[src/rtl/vga_pkg.sv]
// Geometry, colours and shared types for the VGA text-box overlay.
// Every dimension used by draw_rect_char is derived from the constants here.
package vga_pkg;

    localparam int unsigned CNT_W = 11;
    localparam int unsigned RGB_W = 12;

    localparam int unsigned TEXT_COLS = 16;
    localparam int unsigned TEXT_ROWS = 16;
    localparam int unsigned GLYPH_W   = 8;
    localparam int unsigned GLYPH_H   = 16;

    localparam int unsigned GLYPH_X_BITS = $clog2(GLYPH_W);
    localparam int unsigned GLYPH_Y_BITS = $clog2(GLYPH_H);
    localparam int unsigned COL_BITS     = $clog2(TEXT_COLS);
    localparam int unsigned ROW_BITS     = $clog2(TEXT_ROWS);
    localparam int unsigned BOX_X_BITS   = GLYPH_X_BITS + COL_BITS;
    localparam int unsigned BOX_Y_BITS   = GLYPH_Y_BITS + ROW_BITS;
    localparam int unsigned CHAR_XY_W    = ROW_BITS + COL_BITS;
    localparam int unsigned CHAR_LINE_W  = GLYPH_Y_BITS;

    localparam logic [CNT_W-1:0] RECT_CHAR_X = 11'd655;
    localparam logic [CNT_W-1:0] RECT_CHAR_Y = 11'd100;
    localparam logic [CNT_W-1:0] RECT_CHAR_X_END = RECT_CHAR_X + CNT_W'(TEXT_COLS * GLYPH_W - 1);
    localparam logic [CNT_W-1:0] RECT_CHAR_Y_END = RECT_CHAR_Y + CNT_W'(TEXT_ROWS * GLYPH_H - 1);

    localparam logic [RGB_W-1:0] LETTERS = 12'hf00;
    localparam logic [RGB_W-1:0] BG      = 12'hfff;

    typedef struct packed {
        logic [CNT_W-1:0] vcount;
        logic [CNT_W-1:0] hcount;
        logic             vsync;
        logic             hsync;
        logic             vblnk;
        logic             hblnk;
    } vga_timing_t;

    // Bounds are compared on the raw counters, so nothing below the box origin can wrap in.
    function automatic logic box_hit(
        input logic [CNT_W-1:0] hcount,
        input logic [CNT_W-1:0] vcount,
        input logic             hblnk,
        input logic             vblnk
    );
        logic h_ok;
        logic v_ok;
        h_ok = (hcount >= RECT_CHAR_X) && (hcount <= RECT_CHAR_X_END);
        v_ok = (vcount >= RECT_CHAR_Y) && (vcount <= RECT_CHAR_Y_END);
        return h_ok && v_ok && !(hblnk || vblnk);
    endfunction

endpackage

[src/rtl/draw_rect_char_if.sv]
// Pixel stream in/out plus the char/font ROM lookup signals of draw_rect_char.
// slave is the overlay's view; master is the view of whoever drives the stream and ROMs.
interface draw_rect_char_if;
    import vga_pkg::*;

    logic [CNT_W-1:0]       vcount_in;
    logic [CNT_W-1:0]       hcount_in;
    logic                   vsync_in;
    logic                   hsync_in;
    logic                   vblnk_in;
    logic                   hblnk_in;
    logic [RGB_W-1:0]       rgb_in;
    logic [GLYPH_W-1:0]     char_pixels;

    logic [CNT_W-1:0]       vcount_out;
    logic [CNT_W-1:0]       hcount_out;
    logic                   vsync_out;
    logic                   hsync_out;
    logic                   vblnk_out;
    logic                   hblnk_out;
    logic [RGB_W-1:0]       rgb_out;
    logic [CHAR_XY_W-1:0]   char_xy;
    logic [CHAR_LINE_W-1:0] char_line;

    modport slave (
        input  vcount_in, hcount_in, vsync_in, hsync_in, vblnk_in, hblnk_in, rgb_in,
        input  char_pixels,
        output vcount_out, hcount_out, vsync_out, hsync_out, vblnk_out, hblnk_out, rgb_out,
        output char_xy, char_line
    );

    modport master (
        output vcount_in, hcount_in, vsync_in, hsync_in, vblnk_in, hblnk_in, rgb_in,
        output char_pixels,
        input  vcount_out, hcount_out, vsync_out, hsync_out, vblnk_out, hblnk_out, rgb_out,
        input  char_xy, char_line
    );

endinterface

[src/rtl/delay.sv]
// Fixed-latency shift register: dout is din delayed by CLK_DEL clock cycles.
// Clears asynchronously so no stale data leaves the pipe after reset.
module delay #(
    parameter int unsigned WIDTH   = 8,
    parameter int unsigned CLK_DEL = 1
) (
    input  logic             clk,
    input  logic             rst_n,
    input  logic [WIDTH-1:0] din,
    output logic [WIDTH-1:0] dout
);

    logic [CLK_DEL-1:0][WIDTH-1:0] pipe;

    always_ff @(posedge clk or negedge rst_n) begin
        if (!rst_n) begin
            pipe <= '0;
        end else begin
            pipe[0] <= din;
            for (int unsigned i = 1; i < CLK_DEL; i++) begin
                pipe[i] <= pipe[i-1];
            end
        end
    end

    assign dout = pipe[CLK_DEL-1];

endmodule

[src/rtl/draw_rect_char.sv]
// Overlays a 16x16 text box of 8x16 glyphs on a VGA pixel stream.
// Char/font ROMs are external: char_xy/char_line go out at +1, char_pixels returns at +2.
module draw_rect_char
    import vga_pkg::*;
(
    input  logic           clk,
    input  logic           rst_n,
    draw_rect_char_if.slave bus
);

    logic                    in_box;
    logic [BOX_X_BITS-1:0]   x_off;
    logic [BOX_Y_BITS-1:0]   y_off;

    always_comb begin
        in_box = box_hit(bus.hcount_in, bus.vcount_in, bus.hblnk_in, bus.vblnk_in);
        x_off  = BOX_X_BITS'(bus.hcount_in - RECT_CHAR_X);
        y_off  = BOX_Y_BITS'(bus.vcount_in - RECT_CHAR_Y);
    end

    logic [CHAR_XY_W-1:0]         char_xy_q;
    logic [CHAR_LINE_W-1:0]       char_line_q;
    logic [1:0]                   in_box_pipe;
    logic [1:0][GLYPH_X_BITS-1:0] col_pipe;
    logic [RGB_W-1:0]             rgb_q;
    logic [RGB_W-1:0]             rgb_dly;
    logic                         glyph_on;

    // Stage 2 of in_box/col lines up with char_pixels coming back from the font ROM.
    assign glyph_on = bus.char_pixels[GLYPH_X_BITS'(GLYPH_W - 1) - col_pipe[1]];

    always_ff @(posedge clk or negedge rst_n) begin
        if (!rst_n) begin
            char_xy_q   <= '0;
            char_line_q <= '0;
            in_box_pipe <= '0;
            col_pipe    <= '0;
            rgb_q       <= '0;
        end else begin
            if (in_box) begin
                char_xy_q   <= {y_off[GLYPH_Y_BITS +: ROW_BITS], x_off[GLYPH_X_BITS +: COL_BITS]};
                char_line_q <= y_off[0 +: GLYPH_Y_BITS];
            end else begin
                char_xy_q   <= '0;
                char_line_q <= '0;
            end
            in_box_pipe <= {in_box_pipe[0], in_box};
            col_pipe    <= {col_pipe[0], x_off[0 +: GLYPH_X_BITS]};
            if (in_box_pipe[1]) begin
                rgb_q <= glyph_on ? LETTERS : BG;
            end else begin
                rgb_q <= rgb_dly;
            end
        end
    end

    vga_timing_t timing_in;
    vga_timing_t timing_out;

    assign timing_in = '{
        vcount: bus.vcount_in,
        hcount: bus.hcount_in,
        vsync:  bus.vsync_in,
        hsync:  bus.hsync_in,
        vblnk:  bus.vblnk_in,
        hblnk:  bus.hblnk_in
    };

    delay #(
        .WIDTH   ($bits(vga_timing_t)),
        .CLK_DEL (3)
    ) u_timing_dly (
        .clk   (clk),
        .rst_n (rst_n),
        .din   (timing_in),
        .dout  (timing_out)
    );

    // Two stages here plus rgb_q makes the pass-through colour 3 cycles, like the timing path.
    delay #(
        .WIDTH   (RGB_W),
        .CLK_DEL (2)
    ) u_rgb_dly (
        .clk   (clk),
        .rst_n (rst_n),
        .din   (bus.rgb_in),
        .dout  (rgb_dly)
    );

    assign bus.vcount_out = timing_out.vcount;
    assign bus.hcount_out = timing_out.hcount;
    assign bus.vsync_out  = timing_out.vsync;
    assign bus.hsync_out  = timing_out.hsync;
    assign bus.vblnk_out  = timing_out.vblnk;
    assign bus.hblnk_out  = timing_out.hblnk;
    assign bus.rgb_out    = rgb_q;
    assign bus.char_xy    = char_xy_q;
    assign bus.char_line  = char_line_q;

endmodule

[src/flat_wrapper.sv]
// flat-port wrapper written by rule: the top's interface ports become plain ports
module draw_rect_char_flat import vga_pkg::*;
  (clk, rst_n, bus_vcount_in, bus_hcount_in, bus_vsync_in, bus_hsync_in, bus_vblnk_in, bus_hblnk_in, bus_rgb_in, bus_char_pixels, bus_vcount_out, bus_hcount_out, bus_vsync_out, bus_hsync_out, bus_vblnk_out, bus_hblnk_out, bus_rgb_out, bus_char_xy, bus_char_line);
  draw_rect_char_if bus_i ();
  input  logic clk;
  input  logic rst_n;
  input wire logic [$bits(bus_i.vcount_in)-1:0] bus_vcount_in;
  input wire logic [$bits(bus_i.hcount_in)-1:0] bus_hcount_in;
  input wire logic [$bits(bus_i.vsync_in)-1:0] bus_vsync_in;
  input wire logic [$bits(bus_i.hsync_in)-1:0] bus_hsync_in;
  input wire logic [$bits(bus_i.vblnk_in)-1:0] bus_vblnk_in;
  input wire logic [$bits(bus_i.hblnk_in)-1:0] bus_hblnk_in;
  input wire logic [$bits(bus_i.rgb_in)-1:0] bus_rgb_in;
  input wire logic [$bits(bus_i.char_pixels)-1:0] bus_char_pixels;
  output wire logic [$bits(bus_i.vcount_out)-1:0] bus_vcount_out;
  output wire logic [$bits(bus_i.hcount_out)-1:0] bus_hcount_out;
  output wire logic [$bits(bus_i.vsync_out)-1:0] bus_vsync_out;
  output wire logic [$bits(bus_i.hsync_out)-1:0] bus_hsync_out;
  output wire logic [$bits(bus_i.vblnk_out)-1:0] bus_vblnk_out;
  output wire logic [$bits(bus_i.hblnk_out)-1:0] bus_hblnk_out;
  output wire logic [$bits(bus_i.rgb_out)-1:0] bus_rgb_out;
  output wire logic [$bits(bus_i.char_xy)-1:0] bus_char_xy;
  output wire logic [$bits(bus_i.char_line)-1:0] bus_char_line;
  assign bus_i.vcount_in = bus_vcount_in;
  assign bus_i.hcount_in = bus_hcount_in;
  assign bus_i.vsync_in = bus_vsync_in;
  assign bus_i.hsync_in = bus_hsync_in;
  assign bus_i.vblnk_in = bus_vblnk_in;
  assign bus_i.hblnk_in = bus_hblnk_in;
  assign bus_i.rgb_in = bus_rgb_in;
  assign bus_i.char_pixels = bus_char_pixels;
  assign bus_vcount_out = bus_i.vcount_out;
  assign bus_hcount_out = bus_i.hcount_out;
  assign bus_vsync_out = bus_i.vsync_out;
  assign bus_hsync_out = bus_i.hsync_out;
  assign bus_vblnk_out = bus_i.vblnk_out;
  assign bus_hblnk_out = bus_i.hblnk_out;
  assign bus_rgb_out = bus_i.rgb_out;
  assign bus_char_xy = bus_i.char_xy;
  assign bus_char_line = bus_i.char_line;
  draw_rect_char u_core (.clk(clk), .rst_n(rst_n), .bus(bus_i));
endmodule
[config.mk]
export PLATFORM = sky130hd
export DESIGN_NAME = draw_rect_char_flat
export DESIGN_NICKNAME = d
export VERILOG_FILES = /design/src/rtl/vga_pkg.sv /design/src/rtl/draw_rect_char_if.sv /design/src/rtl/delay.sv /design/src/rtl/draw_rect_char.sv /design/src/flat_wrapper.sv
export SDC_FILE = /design/constraint.sdc
export NUM_CORES = 1
export LEC_CHECK = 0
export CORE_MARGIN = 5
export CORE_UTILIZATION = 44
export CTS_CLUSTER_DIAMETER = 80
export DETAILED_ROUTE_END_ITERATION = 10
export PLACE_DENSITY = 0.81
export SLEW_MARGIN = 15
export SYNTH_ARGS = -nofsm -noshare
export SYNTH_HDL_FRONTEND = slang
export SYNTH_SLANG_ARGS = --single-unit
[constraint.sdc]
create_clock -name clk -period 1.39 [get_ports clk]
set_clock_uncertainty 0.1 [all_clocks]
set_input_delay 0.278 -clock clk [delete_from_list [all_inputs] [get_ports clk]]
set_output_delay 0.278 -clock clk [all_outputs]
set_load 0.05 [all_outputs]
==> reports/results.ini, run 1 <==
[critical_path]
critPathLaunchType = flop
crit_type = flop to flop
critPathArrivalTime_ns = 1.82
critPathTopFamily = multiplexers
worst-path-buf-inv = 0
cp.required_ns = 1.65
slowest_delay_ns = 0.50
cp_slowest_cell = mux4_2
cp_cell_sequence = mux2i_1, mux4_2, nand2_4, o21ai_1
end_kind = flop
path_max_fanout = 8

[floorplan]
start_util_pct = 45.3
coreArea_mm2 = 0.00928
dieArea_mm2 = 0.0116
floorplan.rows = 35
die_w_um = 108
ios = 98
die_h_um = 108

[global_route]
grt_util_met2_pct = 28.6
grt_use_met3_pct = 5.88
grt_start_max_net_pins = 39
global_route.usage.met1_pct = 23.5
antenna_found_initial = 0
grt_pass1_vias = 2789
globalRouteTotalUtil_pct = 18.3
grt_first_pass_wirelength_um = 15500
top_usage_layer = met2
grt_overflow = 0

[routing]
ant_nets = 0
dr.pass1.iters = 4
wirelength_um = 10000
drc = 0
drt-vias-per-instance = 4.68
via_count = 2541
wl_per_cell_um = 18.4
drt_iter0_markers = 143

[sta]
worst_pin_slew_ns = 0.490
setup_viol = 64
max-slew-margin-rel_pct = 67.4
setup_slack_ns = -0.166
timing.fmax_mhz = 643
rsz0062_at_grt = yes
slew_viol_final = 0
fin_crit_sh_pct = 112
min_period_ns = 1.56
final-hold-violation-count = 0

[layout]
antenna_cells = 0
final_nets = 454
fillers = 551
drive_gt1_share_pct = 42.3
final_util_pct = 75.2
syn2layout_area_growth_pct = 66.1

[clock_tree]
h-tree-depth = 4
clock-sinks = 134
clock_latency_ns = 0.50
tritoncts = yes
cts-root-buf = clkbuf_8
cts_buffers = 17
clkSlewWorstSetupHoldPaths_ns = 0.06
cts_buffer_depth = 2

[synthesis]
syn_area_per_cell_um2 = 16.8
postSynthCellCount = 250
syn_area_mm2 = 0.00421
yosysSeqAreaShare_pct = 79.7
synthesis.nets = 303
synth.distinct_cells = 32
ys_ff_latch = 134
ys_warn_count = 0

[power_and_ir_drop]
power.total_w = 0.00939
p_leak_nw = 3.19
ir_drop_uv = 719
power-per-cell-area_mw_per_mm2 = 1340

[run_status]
violations = negative setup slack
status = complete, but fails checks

[min_path]
hold_path.class = input port to flop

[run]
cap_violations = 0

[placed_design]
portBuffers = 97
hpwl_um = 6140
place_congestion = 0.862

worst paths after layout:
| kind | from | endpoint | slack [ns] | cells past startpoint |
|---|---|---|---|---|
| setup / recovery | u_core.col_pipe[4] | u_core.bus.rgb_out[4] | -0.17 | 4 |
| hold / removal | bus_vcount_in[2] | u_core.bus.char_line[2] | 0.05 | 3 |
| setup reg to reg | u_core.col_pipe[4] | u_core.bus.rgb_out[4] | -0.17 | 4 |
| hold reg to reg | u_core.u_timing_dly.pipe[29] | u_core.u_timing_dly.dout[3] | 0.25 | 0 |
| max in group asynchronous | rst_n | u_core.col_pipe[4] | 0.54 | 3 |
| min in group asynchronous | rst_n | u_core.bus.rgb_out[10] | 0.15 | 2 |
worst min-delay path, stage by stage:
cell and delay (ns):
buf_4 0.12, buf_4 0.15, nor4_4 0.05
final cells by class:
class	count	area [µm²]	area share, %
sequential	134	3350	48.0
clock inverter	10	96.3	1.38
tap	129	161	2.31
inverter	17	68.8	0.985
timing repair buffer	159	2030	29.0
clock buffer	22	473	6.77
multi-input combinational	72	806	11.5
power by group:
group          switching [W]  leakage [nW]  internal (W)
clock network        0.00160         0.270       0.00257
registers          0.0000939          1.59       0.00409
logic               0.000528          1.33      0.000517
total                0.00222          3.19       0.00717
metrics by stage:
stage	worst slack (ns)	std cells	hold slack (ns)	TNS, ns	cell area, µm²
global placement	-0.719	488	0.101	-11.86	6020
global route	-0.226	543	0.0201	-6.49	6990
detailed placement	-0.880	488	0.107	-13.73	6020
floorplan	-0.162	250	-0.118	-1.99	4250
finish	-0.166	543	0.0460	-3.61	6990
CTS	-0.167	532	0.000300	-4.74	6820
synth_stat cells, drive strengths merged:
cell type | number | share of area [%]
o311a | 1 | 0.24
or2 | 4 | 0.59
o211ai | 1 | 0.18
a21oi | 1 | 0.12
o311ai | 1 | 0.39
nor2 | 2 | 0.18
dfrtp | 134 | 80
or3 | 1 | 0.15
xor2 | 4 | 0.83
nand3b | 1 | 0.18
a311oi | 1 | 0.21
mux4 | 1 | 0.54
clkbuf | 3 | 0.27
a31oi | 1 | 0.15
o21ai | 9 | 1.1
a41oi | 1 | 0.21
o2111ai | 1 | 0.36
xnor2 | 5 | 1.0
nor3b | 1 | 0.18
nand3 | 3 | 0.36
nor3 | 5 | 0.59
nand4b | 1 | 0.21
mux2i | 4 | 0.95
o41ai | 1 | 0.21
nand2 | 4 | 0.36
inv | 17 | 1.5
nor4b | 1 | 0.21
buf | 24 | 4.4
ha | 5 | 1.5
nor4 | 12 | 3.1
cell families after synthesis:
group                    Yosys count  share of synthesized area [%]
AND/OR/NAND/NOR                   35                           6.13
flip-flops                       134                           79.7
adder cells (fa/ha/maj)            5                           1.49
AO/OA/AOI/OAI                     18                           3.12
multiplexers                       5                           1.49
XOR/XNOR                           9                           1.87
buffers and inverters             44                           6.16
state kept, by name (all words and copies together), names as in the netlist:
name	flops
u_core.u_timing_dly.dout	26
u_core.u_timing_dly.pipe	52
u_core.bus.char_xy	8
u_core.u_rgb_dly.pipe	12
u_core.u_rgb_dly.dout	12
u_core.bus.char_line	4
u_core.col_pipe	6
u_core.in_box_pipe	2
u_core.bus.rgb_out	12
repair_timing:
item / CTS / global route
setup endpoints to repair: 71 / 71
cloned: 2 / 0
setup buffers: 5 / 1
hold endpoints to repair: 138 / 10
pin swaps: 7 / 12
hold buffers: 5 / 10
gates resized for setup: 53 / 31
routing by layer:
layer,up-vias,routed length [µm]
met4,0,286
met1,1287,4090
met5,-,0
met3,21,601
li1,1115,-
met2,118,5020
cell usage in the layout, fill, tap and decap left out, types with 3 or more instances in the layout:
| master | instances |
|---|---|
| clkbuf_8 | 5 |
| clkdlybuf4s50_1 | 24 |
| xnor2_1 | 5 |
| xor2_1 | 4 |
| dlymetal6s2s_1 | 4 |
| buf_6 | 6 |
| o21ai_1 | 6 |
| clkbuf_16 | 17 |
| or2_2 | 4 |
| dlygate4sd2_1 | 9 |
| clkbuf_2 | 6 |
| nor4_4 | 5 |
| buf_4 | 39 |
| buf_12 | 54 |
| inv_1 | 15 |
| ha_1 | 3 |
| nor4_2 | 5 |
| clkinvlp_4 | 4 |
| dfrtp_1 | 133 |
| dlygate4sd3_1 | 15 |
| mux2i_1 | 4 |
(Power assumes the default switching activity.)
==> run 2: changes to the inputs <==
--- a/config.mk
+++ b/config.mk
@@ -10,6 +10,7 @@
 export CTS_CLUSTER_DIAMETER = 80
 export DETAILED_ROUTE_END_ITERATION = 10
 export PLACE_DENSITY = 0.81
+export SETUP_SLACK_MARGIN = 0.3
 export SLEW_MARGIN = 15
 export SYNTH_ARGS = -nofsm -noshare
 export SYNTH_HDL_FRONTEND = slang
==> reports/results.ini, run 2 (synthesis gave the netlist of run 1 again) <==
[clock_tree]
clock-sinks = 134
cts_buffer_depth = 2
cts_buffers = 17
clock_latency_ns = 0.51
clkSlewWorstSetupHoldPaths_ns = 0.06
h-tree-depth = 4
tritoncts = yes
cts-root-buf = clkbuf_8

[critical_path]
crit_type = flop to flop
critPathArrivalTime_ns = 1.82
cp.required_ns = 1.66
setup.reg_to_reg.worst_slack_ns = -0.16
rr_worst_depth = 4
critPathLaunchType = flop
rr_endpoint = u_core.bus.rgb_out[4]
end_kind = flop
path_max_fanout = 8
reg2reg_from = u_core.col_pipe[4]

[global_route]
globalRouteTotalUtil_pct = 18.6
grt_use_met3_pct = 5.64
grt_first_pass_wirelength_um = 15800
grt_start_max_net_pins = 39
grt_util_met2_pct = 28.8
global_route.usage.met1_pct = 24.3
grt_pass1_vias = 2819
grt_overflow = 0
top_usage_layer = met2
antenna_found_initial = 0

[run_status]
status = complete, but fails checks
violations = negative setup slack

[floorplan]
die_w_um = 108
ios = 98
floorplan.rows = 35
start_util_pct = 45.3
die_h_um = 108
coreArea_mm2 = 0.00928
dieArea_mm2 = 0.0116

[layout]
final_nets = 468
multi_input_area_um2 = 940
regArea_mm2 = 0.00336
drive_gt1_share_pct = 47.7
antenna_cells = 0
mostFrequentLayoutCells = dfrtp_1 (132), buf_12 (55), buf_4 (40), clkdlybuf4s50_1 (22), dlygate4sd3_1 (17)
largest-register = u_core.u_timing_dly.pipe
largest_register_ffs = 52
syn2layout_area_growth_pct = 73.2
layout_commonest_cell = dfrtp_1
final_util_pct = 78.4
design_area_mm2 = 0.00728
fillers = 501

[min_path]
holdPathEnd = u_core.u_timing_dly.pipe[0]
hold_path.class = input port to flop
min_from = bus_hblnk_in
holdPathStages = 2

[placed_design]
postPlaceCellArea_mm2 = 0.00602
portBuffers = 97
hpwl_um = 6140
place_congestion = 0.862
place_ws_ns = -0.880

[sta]
fin_crit_sh_pct = 112
tns_ns = -3.57
max-slew-margin-rel_pct = 69.0
min_period_ns = 1.55
slew_viol_final = 0
final-hold-violation-count = 0
setup_viol = 60
setup_slack_ns = -0.160
worst_pin_slew_ns = 0.461
timing.fmax_mhz = 645
rsz0062_at_grt = yes

[routing]
ant_nets = 0
drc = 0
wl_per_cell_um = 19.1
wirelength_um = 10700
drt_iter0_markers = 83
dr.pass1.iters = 4
drt-vias-per-instance = 4.63
via_count = 2580

[power_and_ir_drop]
ir_drop_uv = 744
power.total_w = 0.00952
p_leak_nw = 3.29
power-per-cell-area_mw_per_mm2 = 1310

[run]
cap_violations = 0

-- run 2: cell types whose count changed in the layout (fill, tap and decap cells not counted), moves of 4 or more --
| cell | before | now |
|---|---|---|
| buf_2 | 0 | 5 |
| nor4_4 | 5 | 11 |
| buf_6 | 6 | 15 |
| nor4_2 | 5 | 1 |
-- run 2: per-stage QoR --
stage / hold slack [ns] / cells
2_1_floorplan: -0.118 / 250
3_3_place_gp: 0.101 / 488
3_5_place_dp: 0.107 / 488
4_1_cts: 0.000607 / 539
5_1_grt: -0.0143 / 557
6_report: 0.00448 / 557
-- run 2: layout make-up --
class | count | area share [%]
Sequential cell | 134 | 46.1
Timing Repair Buffer | 173 | 30.0
Multi-Input combinational cell | 72 | 12.9
Clock buffer | 22 | 6.49
Tap cell | 129 | 2.22
Clock inverter | 10 | 1.32
Inverter | 17 | 1.01
-- run 2: worst max-delay path by stage --
stage	start	endpoint	slack, ns	cells past startpoint
detailed placement	bus_vcount_in[2]	u_core.bus.char_line[1]	-0.88	8
CTS	u_core.col_pipe[4]	u_core.bus.rgb_out[5]	-0.15	4
floorplan	bus_vcount_in[2]	u_core.bus.char_line[2]	-0.16	5
global route	u_core.col_pipe[4]	u_core.bus.rgb_out[1]	-0.21	4
global placement	bus_hcount_in[0]	u_core.bus.char_line[0]	-0.72	7
finish	u_core.col_pipe[4]	u_core.bus.rgb_out[4]	-0.16	4
-- run 2: power by group --
part / total [W] / switching (W) / internal (W)
Combinational: 0.00112 / 0.000566 / 0.000558
Sequential: 0.00418 / 0.0000945 / 0.00409
Clock: 0.00421 / 0.00164 / 0.00257
Total: 0.00952 / 0.00230 / 0.00721
-- run 2: metal layers --
metal	up-vias	wire length [µm]
met3	15	548
met4	0	199
met1	1321	4500
met5	-	0
li1	1143	-
met2	101	5410
-- run 2: what timing repair did --
item | in CTS | in global routing
hold endpoints to repair | 142 | 8
hold buffers | 9 | 8
setup endpoints to repair | 75 | 71
gates cloned | 3 | 0
buffers inserted | 7 | 10
pin swaps | 16 | 17
resized for setup | 96 | 51
-- run 2: critical path, stage by stage (launching register included) --
cell	delay (ns)
dfrtp_2	0.46
mux2i_1	0.16
mux4_2	0.50
nand2_4	0.13
o21ai_1	0.08
==> run 3: changes to the inputs <==
--- a/config.mk
+++ b/config.mk
@@ -9,9 +9,9 @@
 export CORE_UTILIZATION = 44
 export CTS_CLUSTER_DIAMETER = 80
 export DETAILED_ROUTE_END_ITERATION = 10
+export GPL_TIMING_DRIVEN = 0
 export PLACE_DENSITY = 0.81
 export SETUP_SLACK_MARGIN = 0.3
-export SLEW_MARGIN = 15
 export SYNTH_ARGS = -nofsm -noshare
 export SYNTH_HDL_FRONTEND = slang
 export SYNTH_SLANG_ARGS = --single-unit
==> reports/results.ini, run 3 (synthesis gave the netlist of run 1 again) <==
[run_status]
violations = negative hold slack, negative setup slack
status = complete, but fails checks

[routing]
drt-vias-per-instance = 4.58
ant_nets = 0
wl_per_cell_um = 16.9
wirelength_um = 9280
dr.pass1.iters = 4
drc = 0
drt_iter0_markers = 80
via_count = 2512

[global_route]
grt_overflow = 0
grt_start_max_net_pins = 80
globalRouteTotalUtil_pct = 17.0
grt_pass1_vias = 2804
antenna_found_initial = 0
grt_first_pass_wirelength_um = 14800

[critical_path]
critPathLaunchType = flop
critPathTopFamily = multiplexers
path_max_fanout = 8
cp_slowest_cell = mux4_2
critPathArrivalTime_ns = 1.86
crit_type = flop to flop
end_kind = flop
cp_cell_sequence = buf_8, mux2i_1, mux4_2, nand2_4, o21ai_2
worst-path-buf-inv = 1
cp.required_ns = 1.67
slowest_delay_ns = 0.52

[layout]
largest-register = u_core.u_timing_dly.pipe
syn2layout_area_growth_pct = 63.3
fillers = 548
largest_register_ffs = 52
layout_commonest_cell = dfrtp_1
antenna_cells = 0
drive_gt1_share_pct = 43.6
final_nets = 460
mostFrequentLayoutCells = dfrtp_1 (134), buf_6 (60), clkdlybuf4s50_1 (24), dlygate4sd3_1 (21), buf_8 (20)

[sta]
timing.fmax_mhz = 633
fin_crit_sh_pct = 114
rsz0062_at_grt = yes
setup_viol = 58
final-hold-violation-count = 55
hold-worst-slack_ns = -0.376
slew_viol_final = 0
setup_slack_ns = -0.189
tns_ns = -4.37
worst_pin_slew_ns = 0.497
max-slew-margin-rel_pct = 66.9
min_period_ns = 1.58

[placed_design]
place_congestion = 0.777
place_ws_ns = -1.00
hpwl_um = 5270
portBuffers = 97

[min_path]
hold_path.class = input port to asynchronous set/reset pin

[clock_tree]
h-tree-depth = 4
clkSlewWorstSetupHoldPaths_ns = 0.06
clock-sinks = 134
cts-root-buf = clkbuf_8
clock_latency_ns = 0.50
cts_buffer_depth = 2
cts_buffers = 17
tritoncts = yes

[floorplan]
dieArea_mm2 = 0.0116
die_h_um = 108
coreArea_mm2 = 0.00928
floorplan.rows = 35
die_w_um = 108
start_util_pct = 45.3
ios = 98

[run]
cap_violations = 0

[power_and_ir_drop]
power-per-cell-area_mw_per_mm2 = 1340
p_leak_nw = 3.09
ir_drop_uv = 681
power.total_w = 0.00922

-- run 3: cell count changes in the layout (fill, tap and decap cells not counted), moves of 4 or more --
cell / previous run / this run
buf_4: 40 / 13
dlygate4sd3_1: 17 / 21
dlymetal6s2s_1: 4 / 0
buf_12: 55 / 6
buf_8: 2 / 20
buf_6: 15 / 60
-- run 3: layer usage --
layer	part of all wire, %	wire length [µm]	GRT usage (%)	up-vias
met5	0	0	0	-
met4	0.98	91	5.59	0
met3	7.0	648	6.24	12
met2	49	4580	26.3	127
met1	43	3970	22.3	1253
li1	-	-	-	1120
-- run 3: final timing paths --
| kind | cells after the start | from | slack [ns] | to |
|---|---|---|---|---|
| max reg2reg | 5 | u_core.col_pipe[4] | -0.19 | u_core.bus.rgb_out[5] |
| max | 5 | u_core.col_pipe[4] | -0.19 | u_core.bus.rgb_out[5] |
| max in group asynchronous | 2 | rst_n | 0.83 | u_core.u_timing_dly.dout[11] |
| min in group clk | 1 | bus_hcount_in[6] | 0.03 | u_core.u_timing_dly.pipe[10] |
| min reg2reg | 0 | u_core.col_pipe[1] | 0.24 | u_core.col_pipe[4] |
| min | 1 | rst_n | -0.38 | u_core.bus.rgb_out[9] |
-- run 3: worst reg2reg max path: stages, from the launching register on --
cell,delay [ns]
dfrtp_1,0.38
buf_8,0.13
mux2i_1,0.12
mux4_2,0.52
nand2_4,0.13
o21ai_2,0.08
-- run 3: where the power goes --
part	internal [W]	switching [W]	leakage, nW
Combinational	0.000472	0.000550	1.24
Sequential	0.00409	0.0000652	1.59
Clock	0.00246	0.00158	0.260
-- run 3: timing repair --
| action | 4_1_cts | 5_1_grt |
|---|---|---|
| endpoints found under the setup margin | 73 | 73 |
| resized for setup | 507 | 31 |
| hold buffers | 19 | 2 |
| endpoints found under the hold margin | 74 | 58 |
| pin swaps | 16 | 8 |
| cloned | 2 | 0 |
| buffers inserted | 11 | 6 |
-- run 3: final cells by class --
cell class              count  area, µm²  area share (%)
clock inverters            11        101            1.48
inverters                  17       76.3            1.11
multi-input cells          72        882            12.8
flip-flops and latches    134       3350            48.8
repair buffers            138       1520            22.2
well taps                 129        161            2.35
plain buffers              27        322            4.68
clock buffers              21        449            6.54
-- run 3: per-stage QoR --
step | area [µm²] | std cells | util [%]
5_1_grt | 6870 | 549 | 74.0
6_report | 6870 | 549 | 74.0
3_3_place_gp | 5380 | 476 | 58.0
2_1_floorplan | 4250 | 250 | -
4_1_cts | 6680 | 541 | 72.0
3_5_place_dp | 5410 | 477 | 58.3
